### config.mk
export PLATFORM = sky130hd
export DESIGN_NAME = mem_sequencer
export DESIGN_NICKNAME = d
export VERILOG_FILES = /design/src/rtl/mem_sequencer.sv
export SDC_FILE = /design/constraint.sdc
export NUM_CORES = 1
export LEC_CHECK = 0
export CORE_ASPECT_RATIO = 0.75
export CORE_MARGIN = 10
export CORE_UTILIZATION = 40
export DETAILED_ROUTE_END_ITERATION = 10
export DONT_BUFFER_PORTS = 1
export GPL_TIMING_DRIVEN = 0
export PLACE_DENSITY = 0.61
export SYNTH_ARGS = -nofsm -noshare
export SYNTH_HDL_FRONTEND = slang
export SYNTH_SLANG_ARGS = --single-unit
### constraint.sdc
create_clock -name clk -period 4.15 [get_ports clk]
set_input_delay 1.0375 -clock clk [delete_from_list [all_inputs] [get_ports clk]]
set_output_delay 1.0375 -clock clk [all_outputs]
set_load 0.01 [all_outputs]
### src/rtl/mem_sequencer.sv
// mem_sequencer
// Sequences a four-table character substitution core one character at a time.
// Letters 'A'..'Z' go through the core. Every other character bypasses it.
// The table setting advances after every STEP_PERIOD letters, which gives
// rotor-style stepping.
//
// Parameters
//   SUB_LATENCY  cycles from driving sub_in/sub_setting to sampling sub_out (>=1)
//   STEP_PERIOD  letters encrypted per setting advance (1..255)
//
// Ports
//   clk          rising-edge clock
//   rst_n        synchronous active-low reset
//   key_load     load the initial setting (only honoured in IDLE)
//   key          setting value loaded by key_load
//   in_valid     upstream character valid
//   in_ready     upstream ready: (state==IDLE) && !key_load
//   in_char      upstream ASCII character
//   sub_in       registered character driven to the substitution core
//   sub_setting  table select to the core (same as setting)
//   sub_out      substituted character from the core
//   out_valid    downstream character valid (registered)
//   out_ready    downstream accept
//   out_char     registered result character
//   setting      current table setting
//   enc_count    letters encrypted since reset, wraps 0xFFFF -> 0
//   dbg_state    current FSM state (0=IDLE, 1=WAIT, 2=HOLD) for observation
//
// Handshakes: a transfer happens on a rising edge where valid and ready are
// both high. The source holds its data stable while valid is high and ready
// is low. out_valid does not depend on out_ready.
module mem_sequencer #(
    parameter int SUB_LATENCY = 2,
    parameter int STEP_PERIOD = 1
) (
    input  logic       clk,
    input  logic       rst_n,
    input  logic       key_load,
    input  logic [1:0] key,
    input  logic       in_valid,
    output logic       in_ready,
    input  logic [8:1] in_char,
    output logic [8:1] sub_in,
    output logic [1:0] sub_setting,
    input  logic [8:1] sub_out,
    output logic       out_valid,
    input  logic       out_ready,
    output logic [8:1] out_char,
    output logic [1:0] setting,
    output logic [15:0] enc_count,
    output logic [1:0] dbg_state
);

    localparam int WW = (SUB_LATENCY > 1) ? $clog2(SUB_LATENCY) : 1;

    typedef enum logic [1:0] {
        ST_IDLE = 2'd0,
        ST_WAIT = 2'd1,
        ST_HOLD = 2'd2
    } state_t;

    state_t        state;
    state_t        state_nxt;
    logic [WW-1:0] wait_cnt;
    logic [7:0]    letter_cnt;
    logic          held_letter;   // the character in HOLD went through the core

    logic is_letter;
    logic accept;
    logic capture;
    logic release_out;

    assign is_letter = (in_char >= 8'h41) && (in_char <= 8'h5A);

    // State register
    always_ff @(posedge clk) begin
        if (!rst_n) begin
            state <= ST_IDLE;
        end else begin
            state <= state_nxt;
        end
    end

    // Next-state logic
    always_comb begin
        state_nxt = state;
        case (state)
            ST_IDLE: begin
                if (accept) begin
                    state_nxt = is_letter ? ST_WAIT : ST_HOLD;
                end
            end
            ST_WAIT: begin
                if (capture) begin
                    state_nxt = ST_HOLD;
                end
            end
            ST_HOLD: begin
                if (release_out) begin
                    state_nxt = ST_IDLE;
                end
            end
            default: state_nxt = ST_IDLE;
        endcase
    end

    // Output / control decode
    always_comb begin
        in_ready    = (state == ST_IDLE) && !key_load;
        accept      = in_valid && in_ready;
        capture     = (state == ST_WAIT) && (wait_cnt == '0);
        release_out = (state == ST_HOLD) && out_ready;
        dbg_state   = state;
    end

    // The core sees the live setting. It only changes on HOLD->IDLE or on
    // key_load in IDLE, so it stays fixed while a character is in the core.
    assign sub_setting = setting;

    // Datapath registers
    always_ff @(posedge clk) begin
        if (!rst_n) begin
            setting     <= 2'd0;
            letter_cnt  <= 8'd0;
            enc_count   <= 16'd0;
            sub_in      <= 8'd0;
            out_char    <= 8'd0;
            out_valid   <= 1'b0;
            wait_cnt    <= '0;
            held_letter <= 1'b0;
        end else begin
            case (state)
                ST_IDLE: begin
                    if (key_load) begin
                        setting    <= key;
                        letter_cnt <= 8'd0;
                    end else if (in_valid) begin
                        if (is_letter) begin
                            sub_in      <= in_char;
                            wait_cnt    <= WW'(SUB_LATENCY - 1);
                            held_letter <= 1'b1;
                        end else begin
                            out_char    <= in_char;
                            out_valid   <= 1'b1;
                            held_letter <= 1'b0;
                        end
                    end
                end
                ST_WAIT: begin
                    if (wait_cnt != '0) begin
                        wait_cnt <= wait_cnt - 1'b1;
                    end else begin
                        out_char  <= sub_out;
                        out_valid <= 1'b1;
                    end
                end
                ST_HOLD: begin
                    if (out_ready) begin
                        out_valid <= 1'b0;
                        if (held_letter) begin
                            enc_count <= enc_count + 16'd1;
                            if (letter_cnt == 8'(STEP_PERIOD - 1)) begin
                                letter_cnt <= 8'd0;
                                setting    <= setting + 2'd1;
                            end else begin
                                letter_cnt <= letter_cnt + 8'd1;
                            end
                        end
                    end
                end
                default: ;
            endcase
        end
    end

endmodule

==> impl_metrics.json, run 1 <==
{
  "status": "completed",
  "start_kind": "flop",
  "grt_usage": 0.134,
  "tightest_slew_ns": 0.579,
  "r2r_slack_ns": 2.11,
  "rsz0062_at_grt": "no",
  "crit_arrival_ns": 1.49,
  "grt_first_pass_wirelength_mm": 10.2,
  "end_kind": "output port",
  "synth_warnings": 0,
  "tns_ns": 0,
  "min_to": "letter_cnt[7]",
  "grt_max_degree": 14,
  "gp_congestion": 0.742,
  "syn-num-nets": 298,
  "viasPerCell": 5.59,
  "period_minus_slack_ns": 2.53,
  "cts_buffers": 5,
  "cts-root-buf": "clkbuf_8",
  "ir_drop_mv": 0.174,
  "reg2reg_to": "sub_in[5]",
  "layout_commonest_cell": "dfxtp_1",
  "hpwlAfterDp_mm": 4.70,
  "cp.required_ns": 3.11,
  "path_delay_family": "simple AND/OR/NAND/NOR gates",
  "yosys_register_bits": 47,
  "postCtsSetupRepairBufs": 0,
  "start_util": 0.408,
  "p_per_area_mw_per_mm2": 322,
  "hold_viol_final": 0,
  "syn_inst": 272,
  "cts_hold_buf": 0,
  "r2r_cells": 5,
  "cts-resized-gates": 0,
  "slowest_stage": "nor3_1",
  "cts.sinks": 47,
  "period_share": 0.609,
  "hold_start": "letter_cnt[7]",
  "cts_buffer_depth": 2,
  "crit_fanout": 10,
  "avgSynthCellArea_um2": 8.64,
  "instances_no_fill": 358,
  "crit_chain": "clkbuf_1 > nor3_1",
  "r2r_start": "dbg_state[0]",
  "fp.dieW_um": 109,
  "drt-initial-drc-count": 121,
  "maxCapViolCount": 0,
  "critPathMaxStageDelay_ns": 0.52,
  "slew_viol_final": 0,
  "antenna_found_initial": 0,
  "cts_tree": "built",
  "grt-ovfl-total": 0,
  "antennaDiodeCount": 0,
  "hold_depth": 2,
  "area_growth_pct": 7.61,
  "htree_levels": 2,
  "fp.dieArea_mm2": 0.00937,
  "final_cell_mix": "dfxtp_1, nand2_1, a21oi_1, nor2_1, nand3_1",
  "synth_async_sr_flop_share": 0,
  "dp.cells": 350,
  "critPathKind": "reg2out",
  "drc_errors": 0,
  "finalSetupViolations": 0,
  "die_y_um": 86.4,
  "synth_cell_types": 54,
  "finalNetCount": 305,
  "syn-cell-area_mm2": 0.00235,
  "clkSlewWorstSetupHoldPaths_ns": 0.09,
  "slew_headroom": 0.611,
  "wirelength_mm": 6.18,
  "grt_pass1_vias": 1890,
  "core_mm2": 0.00577,
  "p_leak_nw": 0.785,
  "rows": 24,
  "min_path_type": "reg2reg",
  "routedWlPerCell_um": 17.3,
  "synth_edf_count": 0,
  "antenna_left": 0,
  "drive_gt1_frac": 0.0821,
  "dr_total_vias": 2000,
  "ys_seq_area_frac": 0.400,
  "clkLatencyLatePin_ns": 0.30,
  "synth_flop_cell": "dfxtp_1",
  "cp.buffers_inverters": 1,
  "drt_first_pass_iters": 4,
  "skew_ns": 0.00621,
  "ioPinCount": 63,
  "fmax_mhz": 396,
  "placement.io_buffers": 0
}
==> synth_stat cells, types with 5 or more instances <==
| library cell | instances | area [um^2] |
|---|---|---|
| dfxtp_1 | 47 | 941 |
| nand2_1 | 27 | 101 |
| a21oi_1 | 25 | 125 |
| nor2_1 | 20 | 75.1 |
| nand3_1 | 14 | 70.1 |
| nand2b_1 | 11 | 68.8 |
| nor3_1 | 9 | 45.0 |
| o211ai_1 | 9 | 67.6 |
| o21ai_0 | 9 | 45.0 |
| mux2i_1 | 8 | 80.1 |
| xnor2_1 | 8 | 70.1 |
| clkbuf_1 | 6 | 22.5 |
| o31ai_1 | 6 | 45.0 |
| or4_1 | 6 | 45.0 |
| nand4_1 | 5 | 31.3 |
==> area by class of cell <==
| cell class | count | area, um^2 |
|---|---|---|
| plain buffers | 14 | 77.6 |
| clock buffers | 7 | 76.3 |
| clock inverters | 1 | 5.00 |
| fillers | 614 | 3240 |
| inverters | 5 | 18.8 |
| multi-input cells | 206 | 1310 |
| flip-flops and latches | 47 | 941 |
| well taps | 78 | 97.6 |
==> per-layer routing <==
metal | track usage | vias to the layer above | share of wire
met1 | 0.187 | 934 | 0.48
met4 | 0.0370 | 0 | 0.012
met5 | 0 | - | 0
met3 | 0.0423 | 7 | 0.077
li1 | - | 1010 | -
met2 | 0.194 | 49 | 0.44
==> sequential cells by signal (all words and copies together), names as in the netlist <==
register     count
enc_count       16
letter_cnt       8
out_char         8
sub_in           8
dbg_state        2
setting          2
held_letter      1
out_valid        1
wait_cnt         1
==> stage by stage <==
step                power (mW)  hold slack [ns]  setup WS (ns)  cell area [um^2]   util
floorplan                0.537            0.453           1.80              2350      -
global placement         0.554            0.472           1.62              2450  0.424
detailed placement       0.556            0.472           1.62              2450  0.424
CTS                      0.823            0.490           1.57              2530  0.439
global route             0.853            0.532           1.49              2530  0.439
finish                   0.815            0.488           1.62              2530  0.439
==> worst reg2reg max path, delay by kind of cell (launching register included) <==
family	cells	cell delay, ns
compound gates	3	0.69
buf+inv	1	0.25
flops	1	0.42
simple gates	1	0.55
==> power by group <==
part	total, mW	switching (mW)	internal, mW	leakage (nW)
sequential	0.475	0.0147	0.460	0.380
clock	0.270	0.151	0.119	0.0422
combinational	0.0698	0.0416	0.0282	0.363
total	0.815	0.208	0.607	0.785
==> logic make-up after synthesis <==
kind of cell | Yosys count | synth area share
flip-flops | 47 | 0.400
XOR/XNOR | 12 | 0.0447
AO/OA/AOI/OAI | 69 | 0.201
multiplexers | 8 | 0.0341
adder cells (fa/ha/maj) | 3 | 0.0160
AND/OR/NAND/NOR | 114 | 0.263
buffers and inverters | 19 | 0.0410
==> how the worst max path moves through the flow <==
| stage | start | end | slack, ns | cells after the start |
|---|---|---|---|---|
| after floorplan | key_load | sub_in[6] | 1.80 | 4 |
| after CTS | dbg_state[0] | in_ready | 1.57 | 2 |
| after detailed placement | key_load | in_ready | 1.62 | 1 |
| after global placement | key_load | in_ready | 1.62 | 1 |
| after global routing | dbg_state[0] | in_ready | 1.49 | 2 |
| final | dbg_state[0] | in_ready | 1.62 | 2 |
(Power assumes the default switching activity.)
==> inputs of run 2 (changes only) <==
Settings changed: ABC_AREA set to 1.
Clock period 4.15 ns to 2.5 ns, I/O delays scaled along.
==> run 2 against run 1 <==
Die area increased by 3.5%. Final cell count increased by 27%. Clock power increased by 110%. Power increased by 96%. Clock-buffer cell count decreased by 2. Flip-flop and latch count unchanged. Hold slack got worse by 0.026 ns. Synthesized cell count increased by 35%. Sequential power increased by 73%. Critical path depth increased by 1.
==> impl_metrics.json, run 2 <==
{
  "status": "completed",
  "final_cell_mix": "nand2_1, nor2_1, inv_1, dfxtp_1, nand3_1",
  "postCtsSetupRepairBufs": 0,
  "ys_seq_area_frac": 0.383,
  "synth_top_cell_by_area": "dfxtp_1",
  "fill_cells": 658,
  "grt_first_pass_wirelength_mm": 10.0,
  "cts_buffer_depth": 2,
  "min_path_type": "in2reg",
  "drt_first_pass_iters": 5,
  "cts-root-buf": "clkbuf_8",
  "antenna_found_initial": 0,
  "ir_drop_mv": 0.212,
  "synth_flop_cell": "dfxtp_1",
  "crit_fanout": 6,
  "hpwlAfterDp_mm": 4.88,
  "end_kind": "output port",
  "cts_buffers": 5,
  "drive_gt1_frac": 0.0904,
  "ioPinCount": 63,
  "r2r_cells": 7,
  "slew_viol_final": 0,
  "synth_async_sr_flop_share": 0,
  "fp.dieW_um": 110,
  "synth_warnings": 0,
  "grt_pass1_vias": 1993,
  "finalSetupViolations": 0,
  "synth_top_cells_by_count": "nand2_1, nor2_1, dfxtp_1, inv_1, nand3_1",
  "fp.dieArea_mm2": 0.00970,
  "synth_area_leaders": "dfxtp_1, nand2_1, nor2_1, inv_1, nand3_1",
  "maxCapViolCount": 0,
  "grt_usage": 0.123,
  "tightest_slew_ns": 0.527,
  "hold_depth": 2,
  "cp.depth": 3,
  "core_mm2": 0.00589,
  "tns_ns": 0,
  "period_share": 0.780,
  "gp_congestion": 0.894,
  "crit_chain": "nor2_1 > nand2_1 > inv_1",
  "yosys_register_bits": 47,
  "cts-resized-gates": 0,
  "slowest_stage": "dfxtp_1",
  "antennaDiodeCount": 0,
  "hold_viol_final": 0,
  "syn-num-nets": 394,
  "drc_errors": 0,
  "clkLatencyLatePin_ns": 0.30,
  "grt-ovfl-total": 0,
  "critPathMaxStageDelay_ns": 0.43,
  "synth.most_common_cell": "nand2_1",
  "p_per_area_mw_per_mm2": 599,
  "start_kind": "flop",
  "path_delay_family": "simple AND/OR/NAND/NOR gates",
  "htree_levels": 2,
  "area_growth_pct": 8.67,
  "clkSlewWorstSetupHoldPaths_ns": 0.09,
  "period_minus_slack_ns": 1.95,
  "die_y_um": 87.8,
  "viasPerCell": 4.91,
  "yosysTopAreaCellShare": 0.383,
  "placement.io_buffers": 0,
  "syn_inst": 368,
  "cts_hold_buf": 0,
  "cts_tree": "built",
  "slew_headroom": 0.645,
  "p_total_mw": 1.60,
  "cp.required_ns": 1.88,
  "synth_edf_count": 0,
  "drt-initial-drc-count": 100,
  "critPathKind": "reg2out",
  "antenna_left": 0,
  "rsz0062_at_grt": "no",
  "p_leak_nw": 1.16,
  "crit_arrival_ns": 1.32,
  "largest_reg_flops": 16,
  "wirelength_mm": 6.06,
  "routedWlPerCell_um": 13.4,
  "cp.buffers_inverters": 1,
  "fmax_mhz": 513,
  "rows": 24,
  "synth_cell_types": 29,
  "dr_total_vias": 2229,
  "avgSynthCellArea_um2": 6.67,
  "skew_ns": 0.00749,
  "regMostFlops": "enc_count",
  "finalNetCount": 401,
  "syn-cell-area_mm2": 0.00245,
  "layout_commonest_cell": "nand2_1",
  "grt_max_degree": 17,
  "cts.sinks": 47,
  "start_util": 0.417
}
## run 2: power breakdown
group	internal [mW]	total [mW]	switching, mW
Clock	0.301	0.566	0.265
Sequential	0.780	0.823	0.0426
Combinational	0.0735	0.207	0.134
## run 2: kinds of logic after synthesis
logic type               share of synthesized area
buffers and inverters                       0.0984
adder cells (fa/ha/maj)                     0.0153
AO/OA/AOI/OAI                               0.0923
flip-flops                                   0.383
XOR/XNOR                                    0.0107
AND/OR/NAND/NOR                              0.400
## run 2: through the flow
step           instances  cell area, um^2  utilization  setup WS, ns  hold slack [ns]
4_1_cts              454             2670        0.453         0.506            0.454
2_1_floorplan        368             2450            -          1.02            0.439
6_report             454             2670        0.453         0.551            0.462
3_5_place_dp         446             2550        0.433         0.834            0.463
3_3_place_gp         446             2550        0.433         0.841            0.459
5_1_grt              454             2670        0.453         0.434            0.456
## run 2: worst register-to-register path: stages (launching register included)
cell,delay (ns)
dfxtp_1,0.52
inv_1,0.15
nor2_4,0.19
nand2_2,0.13
nor2_2,0.18
nand4_1,0.14
nor3_1,0.17
nor2_1,0.06
## run 2: final cells by class
cell class,instances,area [um^2],share of cell area
Tap cell,78,97.6,0.0366
Inverter,51,195,0.0732
Multi-Input combinational cell,261,1270,0.477
Clock inverter,3,46.3,0.0174
Sequential cell,47,941,0.353
Clock buffer,5,68.8,0.0258
Buffer,9,46.3,0.0174
## run 2: path summary, 6_finish.rpt
check,endpoint,startpoint,slack (ns)
worst max-delay path,in_ready,dbg_state[0],0.55
worst min-delay path,sub_in[1],in_char[1],0.46
worst max register to register,enc_count[9],dbg_state[1],0.87
worst min register to register,held_letter,held_letter,0.47
## run 2: layer usage
| metal | up-vias | global-route usage | part of all wire |
|---|---|---|---|
| met2 | 55 | 0.194 | 0.44 |
| li1 | 1180 | - | - |
| met4 | 0 | 0.0318 | 0.0099 |
| met1 | 987 | 0.155 | 0.48 |
| met3 | 7 | 0.0458 | 0.078 |
| met5 | - | 0 | 0 |
